==> config.mk <==
export PLATFORM = sky130hd
export DESIGN_NAME = seg_scan_feeder
export DESIGN_NICKNAME = d
export VERILOG_FILES = /design/src/rtl/seg_pkg.sv /design/src/rtl/bin2bcd_seq.sv /design/src/rtl/seg_scan_feeder.sv
export SDC_FILE = /design/constraint.sdc
export NUM_CORES = 1
export LEC_CHECK = 0
export ABC_AREA = 1
export ABC_CLOCK_PERIOD_IN_PS = 2000
export CAP_MARGIN = 20
export CELL_PAD_IN_SITES_DETAIL_PLACEMENT = 2
export CELL_PAD_IN_SITES_GLOBAL_PLACEMENT = 2
export CORE_MARGIN = 10
export CORE_UTILIZATION = 26
export DETAILED_ROUTE_END_ITERATION = 12
export PLACE_DENSITY_LB_ADDON = 0.3
export SYNTH_ARGS = -nofsm -noshare
export SYNTH_HDL_FRONTEND = slang
export SYNTH_SLANG_ARGS = --single-unit
==> constraint.sdc <==
create_clock -name clk_clk -period 2 [get_ports clk_clk]
set_input_delay 0.5 -clock clk_clk [delete_from_list [all_inputs] [get_ports clk_clk]]
set_output_delay 0.5 -clock clk_clk [all_outputs]
set_load 0.01 [all_outputs]
==> src/rtl/seg_pkg.sv <==
// Shared types and constants for the seven-segment scan feeder.
//   state_t     : handshake FSM states (IDLE, CONVERT, LOAD)
//   SEG_*       : segment codes, bit order gfedcba, active-high
//   BCD_DIGITS  : number of displayed digits
//   BIN_W       : width of the binary input value
//   MAX_VAL     : largest value that fits in BCD_DIGITS digits
//   bcd_to_seg  : nibble to segment code; nibbles above 9 give blank
package seg_pkg;

    typedef enum logic [1:0] {
        IDLE    = 2'd0,
        CONVERT = 2'd1,
        LOAD    = 2'd2
    } state_t;

    localparam int BCD_DIGITS = 4;
    localparam int BIN_W      = 14;

    localparam logic [BIN_W-1:0] MAX_VAL = 14'd9999;

    localparam logic [6:0] SEG_0     = 7'b0111111;
    localparam logic [6:0] SEG_1     = 7'b0000110;
    localparam logic [6:0] SEG_2     = 7'b1011011;
    localparam logic [6:0] SEG_3     = 7'b1001111;
    localparam logic [6:0] SEG_4     = 7'b1100110;
    localparam logic [6:0] SEG_5     = 7'b1101101;
    localparam logic [6:0] SEG_6     = 7'b1111101;
    localparam logic [6:0] SEG_7     = 7'b0000111;
    localparam logic [6:0] SEG_8     = 7'b1111111;
    localparam logic [6:0] SEG_9     = 7'b1101111;
    localparam logic [6:0] SEG_DASH  = 7'b1000000;
    localparam logic [6:0] SEG_BLANK = 7'b0000000;

    function automatic logic [6:0] bcd_to_seg(input logic [3:0] d);
        logic [6:0] s;
        case (d)
            4'd0:    s = SEG_0;
            4'd1:    s = SEG_1;
            4'd2:    s = SEG_2;
            4'd3:    s = SEG_3;
            4'd4:    s = SEG_4;
            4'd5:    s = SEG_5;
            4'd6:    s = SEG_6;
            4'd7:    s = SEG_7;
            4'd8:    s = SEG_8;
            4'd9:    s = SEG_9;
            default: s = SEG_BLANK;
        endcase
        return s;
    endfunction

endpackage

==> src/rtl/bin2bcd_seq.sv <==
// Sequential double-dabble converter, one iteration per clock.
//   clk, rst : clock and synchronous active-high reset
//   start    : load bin and begin a conversion (ignored mid-conversion only
//              by the caller; a start always restarts)
//   bin      : binary value to convert
//   done     : high during the cycle whose clock edge performs the final
//              iteration; bcd is complete from the following cycle on
//   bcd      : four BCD nibbles, digit 3 in the top nibble
module bin2bcd_seq
    import seg_pkg::*;
(
    input  logic                      clk,
    input  logic                      rst,
    input  logic                      start,
    input  logic [BIN_W-1:0]          bin,
    output logic                      done,
    output logic [BCD_DIGITS*4-1:0]   bcd
);

    localparam int SR_W = BCD_DIGITS * 4 + BIN_W;
    localparam logic [3:0] LAST_ITER = 4'(BIN_W - 1);

    logic [SR_W-1:0] sr_q, sr_d, adj;
    logic [3:0]      iter_q, iter_d;
    logic            active_q, active_d;

    always_comb begin
        adj      = sr_q;
        sr_d     = sr_q;
        iter_d   = iter_q;
        active_d = active_q;
        // Add-3 correction on every BCD nibble before the shift.
        for (int i = 0; i < BCD_DIGITS; i++) begin
            if (adj[BIN_W + 4*i +: 4] >= 4'd5) begin
                adj[BIN_W + 4*i +: 4] = adj[BIN_W + 4*i +: 4] + 4'd3;
            end
        end
        if (start) begin
            sr_d     = {{(BCD_DIGITS*4){1'b0}}, bin};
            iter_d   = 4'd0;
            active_d = 1'b1;
        end else if (active_q) begin
            sr_d   = {adj[SR_W-2:0], 1'b0};
            iter_d = iter_q + 4'd1;
            if (iter_q == LAST_ITER) begin
                active_d = 1'b0;
            end
        end
    end

    always_ff @(posedge clk) begin
        if (rst) begin
            sr_q     <= '0;
            iter_q   <= 4'd0;
            active_q <= 1'b0;
        end else begin
            sr_q     <= sr_d;
            iter_q   <= iter_d;
            active_q <= active_d;
        end
    end

    assign done = active_q && (iter_q == LAST_ITER);
    assign bcd  = sr_q[SR_W-1:BIN_W];

endmodule

==> src/rtl/seg_scan_feeder.sv <==
// Accepts a 14-bit value, converts it to four BCD digits and scans them out
// as time-multiplexed seven-segment codes.
//   clk_clk, reset_reset : clock, synchronous active-high reset
//   value_data/valid/ready : input value handshake
//   seg_code  : segment code gfedcba for the currently enabled digit
//   digit_en  : one-hot digit select, bit 0 = rightmost digit
//   busy      : conversion in progress (CONVERT or LOAD)
//   overflow  : last accepted value was above 9999 (digits show dashes)
// Optional macro SEG_ACTIVE_LOW_EN: invert seg_code and digit_en at the output
// registers for common-anode boards.
//
// Handshake: a value transfers on a rising edge where value_valid and
// value_ready are both high. value_ready is high only in IDLE; value_valid
// presented while busy is ignored, and the source must keep it asserted with
// stable data until it sees value_ready.
module seg_scan_feeder
    import seg_pkg::*;
#(
    parameter int SCAN_DIV      = 50000,
    parameter bit BLANK_LEADING = 1'b1
) (
    input  logic              clk_clk,
    input  logic              reset_reset,
    input  logic [BIN_W-1:0]  value_data,
    input  logic              value_valid,
    output logic              value_ready,
    output logic [6:0]        seg_code,
    output logic [3:0]        digit_en,
    output logic              busy,
    output logic              overflow
);

    localparam int PW = $clog2(SCAN_DIV);

`ifdef SEG_ACTIVE_LOW_EN
    localparam logic [6:0] SEG_POL = 7'h7F;
    localparam logic [3:0] EN_POL  = 4'hF;
`else
    localparam logic [6:0] SEG_POL = 7'h00;
    localparam logic [3:0] EN_POL  = 4'h0;
`endif

    // Handshake FSM and display register
    state_t                   state_q;
    logic                     ready_q, busy_q, ovf_q, pend_ovf_q;
    logic [BCD_DIGITS*4-1:0]  disp_q;
    logic                     disp_dash_q;   // display holds the dash pattern
    logic                     accept;
    logic                     bcd_done;
    logic [BCD_DIGITS*4-1:0]  bcd;

    assign accept = value_valid && ready_q;

    bin2bcd_seq u_bin2bcd (
        .clk   (clk_clk),
        .rst   (reset_reset),
        .start (accept),
        .bin   (value_data),
        .done  (bcd_done),
        .bcd   (bcd)
    );

    always_ff @(posedge clk_clk) begin
        if (reset_reset) begin
            state_q     <= IDLE;
            ready_q     <= 1'b1;
            busy_q      <= 1'b0;
            ovf_q       <= 1'b0;
            pend_ovf_q  <= 1'b0;
            disp_q      <= '0;
            disp_dash_q <= 1'b0;
        end else begin
            case (state_q)
                IDLE: begin
                    if (accept) begin
                        pend_ovf_q <= (value_data > MAX_VAL);
                        state_q    <= CONVERT;
                        ready_q    <= 1'b0;
                        busy_q     <= 1'b1;
                    end
                end
                CONVERT: begin
                    if (bcd_done) begin
                        state_q <= LOAD;
                    end
                end
                LOAD: begin
                    disp_q      <= bcd;
                    disp_dash_q <= pend_ovf_q;
                    ovf_q       <= pend_ovf_q;
                    state_q     <= IDLE;
                    ready_q     <= 1'b1;
                    busy_q      <= 1'b0;
                end
                default: begin
                    state_q <= IDLE;
                    ready_q <= 1'b1;
                    busy_q  <= 1'b0;
                end
            endcase
        end
    end

    // Scanner: the segment register is only reloaded at a slot boundary, so a
    // display update mid-slot shows up from the next slot without tearing.
    logic [PW-1:0] presc_q, presc_d;
    logic [1:0]    idx_q, idx_d, idx_nxt;
    logic [6:0]    seg_q, seg_d, seg_raw;
    logic [3:0]    en_q, en_d;
    logic [3:0]    dig_nib;
    logic          upper_zero;

    always_comb begin
        idx_nxt    = idx_q + 2'd1;
        presc_d    = presc_q + PW'(1);
        idx_d      = idx_q;
        seg_d      = seg_q;
        en_d       = en_q;
        dig_nib    = disp_q[{idx_nxt, 2'b00} +: 4];
        // This digit and all digits above it are zero.
        upper_zero = ((disp_q >> {idx_nxt, 2'b00}) == '0);
        if (disp_dash_q) begin
            seg_raw = SEG_DASH;
        end else if (BLANK_LEADING && (idx_nxt != 2'd0) && upper_zero) begin
            seg_raw = SEG_BLANK;
        end else begin
            seg_raw = bcd_to_seg(dig_nib);
        end
        if (presc_q == PW'(SCAN_DIV - 1)) begin
            presc_d = '0;
            idx_d   = idx_nxt;
            seg_d   = seg_raw ^ SEG_POL;
            en_d    = (4'b0001 << idx_nxt) ^ EN_POL;
        end
    end

    always_ff @(posedge clk_clk) begin
        if (reset_reset) begin
            presc_q <= '0;
            idx_q   <= 2'd0;
            seg_q   <= SEG_0 ^ SEG_POL;
            en_q    <= 4'b0001 ^ EN_POL;
        end else begin
            presc_q <= presc_d;
            idx_q   <= idx_d;
            seg_q   <= seg_d;
            en_q    <= en_d;
        end
    end

    assign value_ready = ready_q;
    assign busy        = busy_q;
    assign overflow    = ovf_q;
    assign seg_code    = seg_q;
    assign digit_en    = en_q;

endmodule

# ---- Yosys cells after proc, flatten, opt, wreduce, memory -nomap -nowiden
# Memories as Yosys holds them, arrays and structs flattened.
# Index checks and enable logic that the tools add are counted.
dict set report classes {
  order_cmp 5
  multipliers 0
  reduce_logical 12
  div_mod_pow 0
  n_mux 18
  n_shift 3
  n_addsub 7
  eq_ne 6
  bitwise_logic 1
}
# op count
set ops {}
lappend ops {{two-way mux 14 bit} 2}
lappend ops {{adder 16 x 1 -> 16 bit, second input constant} 1}
lappend ops {{== test 16 bit, second input constant} 1}
lappend ops {{greater-or-equal comparator 4 x 3 -> 1 bit, second input constant} 4}
lappend ops {{logical NOT 16 bit} 1}
lappend ops {{indexed part select 16 x 5 -> 4 bit} 1}
lappend ops {{right shift 16 x 4 -> 16 bit} 1}
lappend ops {{> comparator 14 bit, second input constant} 1}
lappend ops {{two-way mux 7 bit} 2}
lappend ops {{adder 4 x 2 -> 4 bit, second input constant} 3}
lappend ops {{two-way mux 4 bit} 3}
lappend ops {{AND reduction 2 bit} 3}
lappend ops {{two-way mux 1 bit} 5}
lappend ops {{adder 4 x 1 -> 4 bit, second input constant} 1}
lappend ops {{== test 4 bit, second input constant} 1}
lappend ops {{two-way mux 2 bit} 2}
lappend ops {{!= test 2 bit, second input constant} 2}
lappend ops {{one-hot mux 1 bit (2 select lines)} 2}
lappend ops {{one-hot mux 2 bit (2 select lines)} 1}
lappend ops {{nonzero test 2 bit} 2}
lappend ops {{OR reduction 2 bit} 2}
lappend ops {{left shift 1 x 2 -> 4 bit, first input constant} 1}
lappend ops {{adder 3 x 2 -> 3 bit, second input constant} 1}
lappend ops {{logical AND 1 bit} 3}
lappend ops {{other kinds (6)} 6}
dict set report word_totals {
  latch_bits 0
  mem_bits_rw 0
  inputBits 17
  out_inout_bits 14
  elab_cells 67
  mem_count 1
  rom_bits 112
  ff_bits 86
}
# memory depth word_bits read_ports rd_clocked_by_memory_dff wr line_no
set memory_table {}
lappend memory_table {{(no name shown)} 16 7 1 0 0 seg_pkg.sv:36} ;# case (d)

# ---- Logic depth before layout (Yosys ltp)
# Gate-level depths: netlist (run 1).
dict set report depth {
  ltp_word 6
  depth_mapped 13
}

# ---- Cells and area by module
# Synthesis (run 1) repeated with hierarchy kept, for this count alone.
dict set report hier_totals {
  hier_cells 603
  hier_area_um2 4418.0
}
# mod instances cells_per_inst area_each_um2
set modules_own_cells {}
lappend modules_own_cells {seg_scan_feeder 1 358 2563.7}
lappend modules_own_cells {bin2bcd_seq 1 245 1854.3}

# ---- Worst setup path after synthesis (run 1)
# OpenSTA, ideal clock, no wires.
dict set report synth_timing {
  path_type {reg-to-reg}
  start {register idx_q[0]}
  end {register seg_q[2], in the netlist seg_code[2]}
  synth_period_minus_slack_ns 2.102
  n_path_buf 1
  setup_slack_ns -0.102
  arrival_ns 1.987
  path_stages_with_launch 13
  cell_sequence {dfxtp_1 -> inv_1 -> buf_4 -> ha_1 -> inv_1 -> nand3_1 -> nand2_1 -> ha_1 -> nand4_1 -> nor2_1 -> nand2_1 -> nand4_1 -> nand2_1}
}
dict set report synth_between {
  elab_chain_cells 6
}
# item line_no
set synth_rtl {}
lappend synth_rtl {{from (decl)} seg_scan_feeder.sv:107} ;# logic [1:0] idx_q, idx_d, idx_nxt;
lappend synth_rtl {{from (signal assigned)} seg_scan_feeder.sv:145} ;# idx_q <= idx_d;
lappend synth_rtl {{adder 2 x 1 -> 2 bit *} seg_scan_feeder.sv:114} ;# idx_nxt = idx_q + 2'd1;
lappend synth_rtl {{named net idx_nxt[0]} seg_scan_feeder.sv:107}
lappend synth_rtl {{branches (longest 3 deep; another with memory (16 x 7 bit))} -}
lappend synth_rtl {{two-way mux 7 bit *} seg_scan_feeder.sv:124} ;# end else if (BLANK_LEADING && (idx_nxt != 2'd0) && upper_zero) begin
lappend synth_rtl {{two-way mux 7 bit *} seg_scan_feeder.sv:122} ;# if (disp_dash_q) begin
lappend synth_rtl {{to (signal assigned)} seg_scan_feeder.sv:141} ;# seg_q <= SEG_0 ^ SEG_POL;
lappend synth_rtl {{to (signal assigned)} seg_scan_feeder.sv:146} ;# seg_q <= seg_d;
lappend synth_rtl {{to (decl)} seg_scan_feeder.sv:108} ;# logic [6:0] seg_q, seg_d, seg_raw;
# Mark *: on every way through the listed nets, which the timed path passes.
# A chain may end at the register's enable or synchronous reset.

# ---- Worst setup path in the final report (run 1)
dict set report layout_timing {
  start {register idx_q[1]}
  end {register seg_q[6], in the netlist seg_code[6]}
}
# Same word-level chain as after synthesis.

==> results of run 1 <==
==> cell families (layout without fill, tap and decap cells) <==
kind of cell,Yosys count,in the layout,share of synthesized area [%]
DFF,86,86,40.8
xor gates and xnor gates,10,10,2.08
buffers and inverters,82,119,7.93
adders and majority gates,20,20,5.94
and+or+nand+nor,236,236,25.0
AOI/OAI and AO/OA,148,148,18.2
==> cell type report <==
class / count / area share (%)
multi-input cells: 414 / 42.4
clock inverters: 3 / 1.30
well taps: 216 / 5.22
flip-flops and latches: 86 / 33.3
clock buffers: 12 / 4.95
repair buffers: 45 / 8.46
inverters: 59 / 4.32
==> power groups by stage <==
stage | Combinational (µW) | Sequential, µW | Clock, µW
2_1_floorplan | 162 | 1820 | 0
3_3_place_gp | 267 | 1830 | 0
3_5_place_dp | 277 | 1830 | 0
4_1_cts | 279 | 1790 | 1930
5_1_grt | 312 | 1800 | 2000
6_report | 272 | 1790 | 1870
==> worst register-to-register path, cell delays in order, from the launching register on <==
cell and delay, ns:
dfxtp_2 0.34, inv_2 0.06, ha_4 0.27, inv_4 0.08, nand3_1 0.09, nand2_2 0.11
inv_1 0.10, ha_1 0.20, nand3b_1 0.21, nand3_2 0.10, nand3_2 0.09, a21oi_2 0.15
==> how the worst max path moves through the flow <==
stage	endpoint	slack, ns	cells past startpoint
global placement	presc_q[9]	0.05	5
floorplan	seg_code[2]	0.06	12
detailed placement	seg_code[6]	-0.03	11
finish	seg_code[6]	0.15	11
CTS	seg_code[6]	0.008	11
global route	seg_code[6]	0.002	11
==> registers in the layout, summed over array words and instances, names as in the netlist, 2 cells and up <==
signal,cells
disp_q,16
idx_q,2
u_bin2bcd.iter_q,4
digit_en,4
state_q,2
seg_code,7
u_bin2bcd.sr_q,30
presc_q,16
==> per-layer routing <==
layer | vias up | routed length [µm] | track usage [%]
met4 | 0 | 199 | 4.61
met5 | - | 0 | 0
met2 | 36 | 6270 | 21.0
li1 | 1985 | - | -
met3 | 13 | 277 | 2.30
met1 | 1929 | 5730 | 14.0
==> per-stage QoR <==
step / std cells / area (µm²) / total power [µW] / hold slack [ns] / util, %
floorplan: 582 / 4230 / 1980 / 0.413 / -
global placement: 816 / 4790 / 2090 / 0.424 / 30.2
detailed placement: 816 / 4790 / 2110 / 0.436 / 30.2
CTS: 833 / 5140 / 4010 / 0.451 / 32.3
global route: 835 / 5180 / 4110 / 0.470 / 32.6
finish: 835 / 5180 / 3930 / 0.448 / 32.6
==> what timing repair did <==
item | in CTS | in global routing
resized for setup | 2 | 11
pin swaps | 1 | 4
buffers inserted | 2 | 2
setup endpoints to repair | 7 | 7
==> cells in the final DEF, fill, tap and decap left out, drive strengths merged, types with 15 or more instances in the layout <==
| cell | synthesis | layout |
|---|---|---|
| dfxtp | 86 | 86 |
| inv | 59 | 59 |
| o21ai | 55 | 55 |
| buf | 11 | 15 |
| nand2 | 121 | 121 |
| nand3 | 39 | 39 |
| nor2 | 51 | 51 |
| ha | 20 | 20 |
| a21oi | 84 | 84 |
| clkdlybuf4s50 | 0 | 30 |
==> results.md, run 1 <==
- Synth top area share: 40.8%
- Root buffer cell: clkbuf_16
- Syn. warnings: 0
- Dpl ws: -0.0327 ns
- Die X: 147 µm
- Register bit count reported by yosys: 86
- RR Endpoint: seg_code[6]
- CP bufs+invs: 3
- Hold path depth: 1
- Setup TNS: 0 ns
- Most frequent CP cell: nand3_2
- Lkg Pwr: 0.00208 µW
- Relative slew slack: 75.4%
- Hpwl dp: 9230 µm
- Crit path max-delay family: simple AND/OR/NAND/NOR gates
- Post-synthesis cell area: 0.00422 mm²
- Post-DRT Antenna Nets: 0
- RSZ-0062 raised after global routing: false
- I/O pin count: 31
- CTS H-tree lvls: 3
- Remaining global-route overflow: 0
- Initial antenna violation count: 0
- Slew @ Worst Pin: 0.367 ns
- Port Buffer Count: 30
- Initial DRT Pass Iterations: 4
- Max VDD drop: 0.439 mV
- CP peak stage delay: 0.34 ns
- Worst Setup SP: idx_q[1]
- CP Cell Sequence: inv_2 -> ha_4 -> inv_4 -> nand3_1 -> nand2_2 -> inv_1 -> ha_1 -> nand3b_1 -> nand3_2 -> nand3_2 -> a21oi_2
- Worst Setup Start Kind: flip-flop
- Switch Pwr: 909 µW
- Arr. time, crit path: 2.14 ns
- Final wirelength: 12500 µm
- Routability cong.: 0.761
- Synth cell types: 36
- Hold worst-path end: presc_q[0]
- Worst hold start: presc_q[0]
- CP required: 2.29 ns
- Clk sink count: 86
- Final Critical Period: 1.85 ns
- DRC marker count from the first detailed-route iteration: 168
- Clock Path Buffers: 2
- CTS tree: built
- Register area: 0.00172 mm²
- Vias post-DR: 3963
- Synth async-reset ratio: 0%
- Max-Cap Viols: 0
- Core area: 0.0159 mm²
- Switch share: 23.1%
- Max-slew violations: 0
- Area of the multi-input gates: 0.00220 mm²
- N_diodes: 0
- Via/cell ratio: 4.75
- EDFF count, synth: 0
- Most used DFF post-synth: dfxtp_1
- PwrDens: 760 mW/mm²
- Final worst slack: 0.147 ns
- Internal Pwr Total: 3020 µW
- Max Clock Freq: 540 MHz
- Synth area leaders: dfxtp_1 41%, nand2_1 10%, a21oi_1 9.7%, o21ai_0 6.5%, ha_1 5.9%
- Crit. End Element: flip-flop
- Filler Cells Inserted: 1909
- Hold buffers post-CTS: 0
- Die height: 147 µm
- Reg-to-reg slack, setup: 0.15 ns
- Worst skew pair latency: 0.35 ns
- Final nets: 652
- Vias in the first global route: 4404
- Area grow syn2layout: 22.9%
- All-Layer GR Usage: 12.0%
- Worst r2r src: idx_q[1]
- Crit path max fanout: 6
- WL/cell: 14.9 µm
- Layout cells sized above 1: 10.0%
- Die Area: 0.0217 mm²
- Row count: 46
- Largest net degree at the start of global routing: 34
- Slowest cell on the critical path: dfxtp_2
- # setup viols final: 0
- Global-route wire length before repair: 21700 µm
- Synthesized Nets: 619
- Final Hold Fails: 0
- Final Cycle Share: 92.6%
- Commonest cells in the synthesized netlist: 115 x nand2_1, 86 x dfxtp_1, 82 x a21oi_1, 56 x inv_1, 55 x o21ai_0
- Clk slew on worst S/H paths: 0.07 ns
- Reg2Reg Depth: 11
- Post-synth top area cell: dfxtp_1
- Most frequent cell after synthesis: nand2_1
- Sequential power share: 45.5%
- Hold/Removal Path Class: flip-flop to flip-flop
- Synthesized instance count: 582
- Share of the yosys chip area belonging to registers: 40.8%
- Starting Density: 26.5%
- DRC: 0
- Run status: finished clean
- Comb power frac: 6.9%
- Avg Inst Size Synth: 7.24 µm²
- CTS Buf Count: 9
- Final setup skew: 0.00691 ns
- Worst setup path class: flip-flop to flip-flop
- Clock power frac: 47.5%
(Power assumes the default switching activity.)
==> run 2: changes to the inputs <==
==> constraint.sdc (replaced) <==
create_clock -name clk_clk -period 2 [get_ports clk_clk]
set_input_delay 0.4 -clock clk_clk [delete_from_list [all_inputs] [get_ports clk_clk]]
set_output_delay 0.4 -clock clk_clk [all_outputs]
set_load 0.01 [all_outputs]
==> results.md, run 2 (synthesis results as in run 1) <==
- Die Area: 0.0217 mm²
- Most common cell after layout, fill and taps aside: nand2_1
- Starting Density: 26.5%
- Crit path max fanout: 7
- Final nets: 652
- Row count: 46
- Die X: 147 µm
- Reg2Reg Depth: 11
- Final Cycle Share: 92.3%
- Most frequent cells in the layout: 112 x nand2_1, 85 x dfxtp_1, 82 x a21oi_1, 55 x inv_1, 55 x o21ai_0
- Largest regs: u_bin2bcd.sr_q x30, disp_q x16, presc_q x16
- Final wirelength: 12400 µm
- Lkg Pwr: 0.00208 µW
- Remaining global-route overflow: 0
- All-Layer GR Usage: 11.9%
- Arr. time, crit path: 2.09 ns
- Final Critical Period: 1.85 ns
- DRC: 0
- Global-route wire length before repair: 21700 µm
- PwrDens: 764 mW/mm²
- # setup viols final: 0
- Worst Setup SP: idx_q[1]
- Hold buffers post-CTS: 0
- Worst skew pair latency: 0.35 ns
- Largest net degree at the start of global routing: 34
- N_diodes: 0
- Max-Cap Viols: 0
- WL/cell: 14.8 µm
- CP required: 2.24 ns
- Max VDD drop: 0.432 mV
- Max-slew violations: 0
- Reg with most FFs: u_bin2bcd.sr_q
- Core area: 0.0159 mm²
- Setup TNS: 0 ns
- Clk slew on worst S/H paths: 0.07 ns
- RR Endpoint: seg_code[4]
- Final Hold Fails: 0
- Worst setup path class: flip-flop to flip-flop
- Worst Setup Start Kind: flip-flop
- Max FFs per register: 30
- Via/cell ratio: 4.71
- Worst hold start: presc_q[0]
- Relative slew slack: 76.9%
- Reg-to-reg slack, setup: 0.15 ns
- Port Buffer Count: 30
- Clock Path Buffers: 2
- Max Clock Freq: 542 MHz
- RSZ-0062 raised after global routing: true
- Run status: finished clean
- Initial DRT Pass Iterations: 4
- Routability cong.: 0.775
- Vias in the first global route: 4356
- Layout cells sized above 1: 9.19%
- Worst r2r src: idx_q[1]
- CTS Buf Count: 9
- Share of the core filled with cells: 32.4%
- Die height: 147 µm
- Root buffer cell: clkbuf_16
- I/O pin count: 31
- Final setup skew: 0.00858 ns
- Clk sink count: 86
- Hold/Removal Path Class: flip-flop to flip-flop
- Crit. End Element: flip-flop
- Initial antenna violation count: 0
- CTS H-tree lvls: 3
- Post-DRT Antenna Nets: 0
- Area grow syn2layout: 22.0%
- CTS tree: built
- Vias post-DR: 3934
- DRC marker count from the first detailed-route iteration: 137
- Hpwl dp: 9070 µm
- CP endpoint: seg_code[4]
- Slew @ Worst Pin: 0.345 ns
run 2: changes by cell type in the layout (fill, tap and decap cells not counted), moves of 2 or more:
cell,previous run,this run
buf_12,2,0
buf_4,13,15
clkinv_4,0,2
inv_1,53,55
inv_2,5,3
run 2: cell type report:
class / count / area, µm²
multi-input combinational: 414 / 2190
sequential: 86 / 1720
timing repair buffer: 45 / 413
tap: 216 / 270
clock inverter: 5 / 82.6
inverter: 59 / 224
clock buffer: 11 / 243
fill: 1905 / 10700
run 2: repair_timing:
action                                  CTS  global route
endpoints found under the setup margin    1             7
resized for setup                         1             6
pin swaps                                 0             6
setup buffers                             0             3
run 2: worst min path at each step:
stage	end	slack, ns	cells after the start
floorplan	presc_q[0]	0.41	1
global placement	presc_q[0]	0.43	1
detailed placement	presc_q[0]	0.44	1
CTS	presc_q[0]	0.45	1
global route	u_bin2bcd.sr_q[14]	0.48	2
finish	presc_q[0]	0.45	1
run 2: per-layer routing:
layer | global-route usage [%] | vias up | wire length (µm)
li1 | - | 1987 | -
met1 | 14.6 | 1901 | 5880
met2 | 20.0 | 33 | 5980
met3 | 2.30 | 13 | 309
met4 | 4.76 | 0 | 200
met5 | 0 | - | 0
run 2: worst max-delay path: stages (launching register included):
cell	delay [ns]
dfxtp_2	0.35
inv_1	0.09
ha_4	0.33
inv_4	0.06
nand3_1	0.09
nand2_2	0.10
buf_4	0.15
ha_1	0.20
o21ai_0	0.18
nand2_1	0.08
nand3_1	0.07
nand2_1	0.06
run 2: power breakdown:
part / internal (µW) / total, µW / switching (µW)
Combinational: 102 / 269 / 166
Clock: 1130 / 1870 / 738
Sequential: 1760 / 1790 / 30.2
run 2: metrics by stage:
step                      hold WS [ns]  power, µW  std cells  instance area (µm²)  worst slack [ns]
after global placement           0.426       2090        817                 4780             0.128
final                            0.446       3930        836                 5140             0.154
after global routing             0.482       4110        836                 5140           -0.0503
after floorplan                  0.413       1980        582                 4230            0.0644
after detailed placement         0.436       2110        817                 4780            0.0226
after CTS                        0.449       4000        833                 5100            0.0425
==> run 3: changes to the inputs <==
--- a/config.mk
+++ b/config.mk
@@ -7,12 +7,13 @@
 export LEC_CHECK = 0
 export ABC_AREA = 1
 export ABC_CLOCK_PERIOD_IN_PS = 2000
-export CAP_MARGIN = 20
 export CELL_PAD_IN_SITES_DETAIL_PLACEMENT = 2
 export CELL_PAD_IN_SITES_GLOBAL_PLACEMENT = 2
+export CORE_ASPECT_RATIO = 0.6
 export CORE_MARGIN = 10
 export CORE_UTILIZATION = 26
 export DETAILED_ROUTE_END_ITERATION = 12
+export MAX_ROUTING_LAYER = met4
 export PLACE_DENSITY_LB_ADDON = 0.3
 export SYNTH_ARGS = -nofsm -noshare
 export SYNTH_HDL_FRONTEND = slang
==> results.md, run 3 (synthesis results as in run 1) <==
- Crit path max fanout: 7
- Max FFs per register: 30
- RR Endpoint: seg_code[6]
- Arr. time, crit path: 2.15 ns
- DP Cell Count: 805
- Filler Cells Inserted: 1821
- Max-Cap Viols: 0
- CTS H-tree lvls: 3
- Crit. End Element: flip-flop
- I/O pin count: 31
- CTS tree: built
- Final nets: 651
- Relative slew slack: 75.5%
- Critical Path Stages: 11
- Final Instance Count excl. Fillers: 822
- Max Clock Freq: 532 MHz
- Remaining global-route overflow: 0
- Worst hold start: presc_q[0]
- Max VDD drop: 0.360 mV
- Largest net degree at the start of global routing: 34
- CP endpoint: seg_code[6]
- Reg2Reg Depth: 11
- Final wirelength: 13100 µm
- Clk sink count: 86
- Initial DRT Pass Iterations: 4
- Max-slew violations: 0
- Port Buffer Count: 30
- Worst setup path class: flip-flop to flip-flop
- Initial antenna violation count: 0
- CP bufs+invs: 3
- PwrDens: 747 mW/mm²
- Final setup skew: 0.00813 ns
- Via/cell ratio: 4.84
- N_diodes: 0
- Total chip power: 3810 µW
- Layout cells sized above 1: 9.53%
- Most frequent cells in the layout: 112 x nand2_1, 84 x dfxtp_1, 82 x a21oi_1, 54 x o21ai_0, 53 x inv_1
- # setup viols final: 0
- CTS Buf Count: 9
- CP required: 2.27 ns
- Final Hold Fails: 0
- Global-route wire length before repair: 22100 µm
- Most frequent CP cell: nand3_1
- Setup TNS: 0 ns
- WL/cell: 16.0 µm
- Final Cycle Share: 94.0%
- Starting Density: 27.0%
- Core area: 0.0156 mm²
- DRC marker count from the first detailed-route iteration: 198
- Largest regs: u_bin2bcd.sr_q x30, disp_q x16, presc_q x16
- Area grow syn2layout: 21.0%
- CP peak stage delay: 0.35 ns
- Worst r2r src: idx_q[1]
- Worst skew pair latency: 0.34 ns
- Clk slew on worst S/H paths: 0.07 ns
- Lkg Pwr: 0.00206 µW
- Die height: 119 µm
- Vias in the first global route: 4320
- CP Cell Sequence: inv_2 -> ha_4 -> inv_4 -> nand3_1 -> nand2_2 -> inv_2 -> ha_1 -> nand3b_1 -> nand3_1 -> nand3_1 -> a21oi_1
- Routability cong.: 0.845
- Post-route cell area: 0.00510 mm²
- Root buffer cell: clkbuf_16
- Run status: finished clean
- Reg with most FFs: u_bin2bcd.sr_q
- Row count: 35
- Worst Setup SP: idx_q[1]
- Slew @ Worst Pin: 0.367 ns
- Reg-to-reg slack, setup: 0.12 ns
- Worst Setup Start Kind: flip-flop
- Die X: 184 µm
- Die Area: 0.0219 mm²
- Hpwl dp: 10000 µm
- Hold/Removal Path Class: flip-flop to flip-flop
- Slowest cell on the critical path: dfxtp_2
- Crit path max-delay family: simple AND/OR/NAND/NOR gates
- All-Layer GR Usage: 12.6%
- Final Critical Period: 1.88 ns
- Vias post-DR: 3980
- DRC: 0
- Total placed instance area: 0.00477 mm²
- Most common cell after layout, fill and taps aside: nand2_1
- Post-DRT Antenna Nets: 0
- Clock Path Buffers: 2
[run 3: worst reg2reg max path: stages (launching register included)]
cell and delay, ns:
dfxtp_2 0.35, inv_2 0.06, ha_4 0.27, inv_4 0.09, nand3_1 0.12, nand2_2 0.16
inv_2 0.08, ha_1 0.19, nand3b_1 0.17, nand3_1 0.11, nand3_1 0.08, a21oi_1 0.13
[run 3: layer usage]
layer | global-route usage [%] | vias to the layer above | wire [µm]
met3 | 3.06 | 7 | 502
met1 | 17.1 | 1936 | 6960
li1 | - | 1982 | -
met5 | - | - | 0
met2 | 18.5 | 55 | 5610
met4 | 2.29 | 0 | 70
[run 3: repair_timing]
| action | in CTS | in global routing |
|---|---|---|
| pin swaps | 1 | 4 |
| hold buffers | 0 | 0 |
| buffers inserted | 1 | 0 |
| gates resized for setup | 3 | 8 |
| endpoints found under the setup margin | 7 | 7 |
[run 3: worst min path at each step]
stage | end | slack, ns | depth (start not counted)
final | presc_q[0] | 0.44 | 1
after CTS | presc_q[0] | 0.45 | 1
after floorplan | presc_q[0] | 0.41 | 1
after detailed placement | presc_q[0] | 0.44 | 1
after global placement | presc_q[0] | 0.43 | 1
after global routing | presc_q[0] | 0.46 | 1
[run 3: report_power, final]
group / internal [µW] / switching, µW / total (µW)
registers: 1760 / 31.0 / 1790
clock network: 987 / 759 / 1750
logic: 105 / 169 / 273
[run 3: area by class of cell]
class | instances | area [µm²] | share of cell area (%)
clock buffers | 9 | 225 | 4.41
clock inverters | 7 | 77.6 | 1.52
multi-input cells | 414 | 2190 | 43.0
inverters | 59 | 224 | 4.39
well taps | 203 | 254 | 4.98
repair buffers | 44 | 405 | 7.95
flip-flops and latches | 86 | 1720 | 33.8
[run 3: through the flow]
stage | setup WS [ns] | hold slack, ns | utilization (%)
finish | 0.119 | 0.442 | 32.6
global route | -0.00755 | 0.465 | 32.6
global placement | 0.166 | 0.426 | 30.5
detailed placement | -0.0907 | 0.437 | 30.5
CTS | 0.00213 | 0.449 | 32.5
floorplan | 0.0644 | 0.413 | -
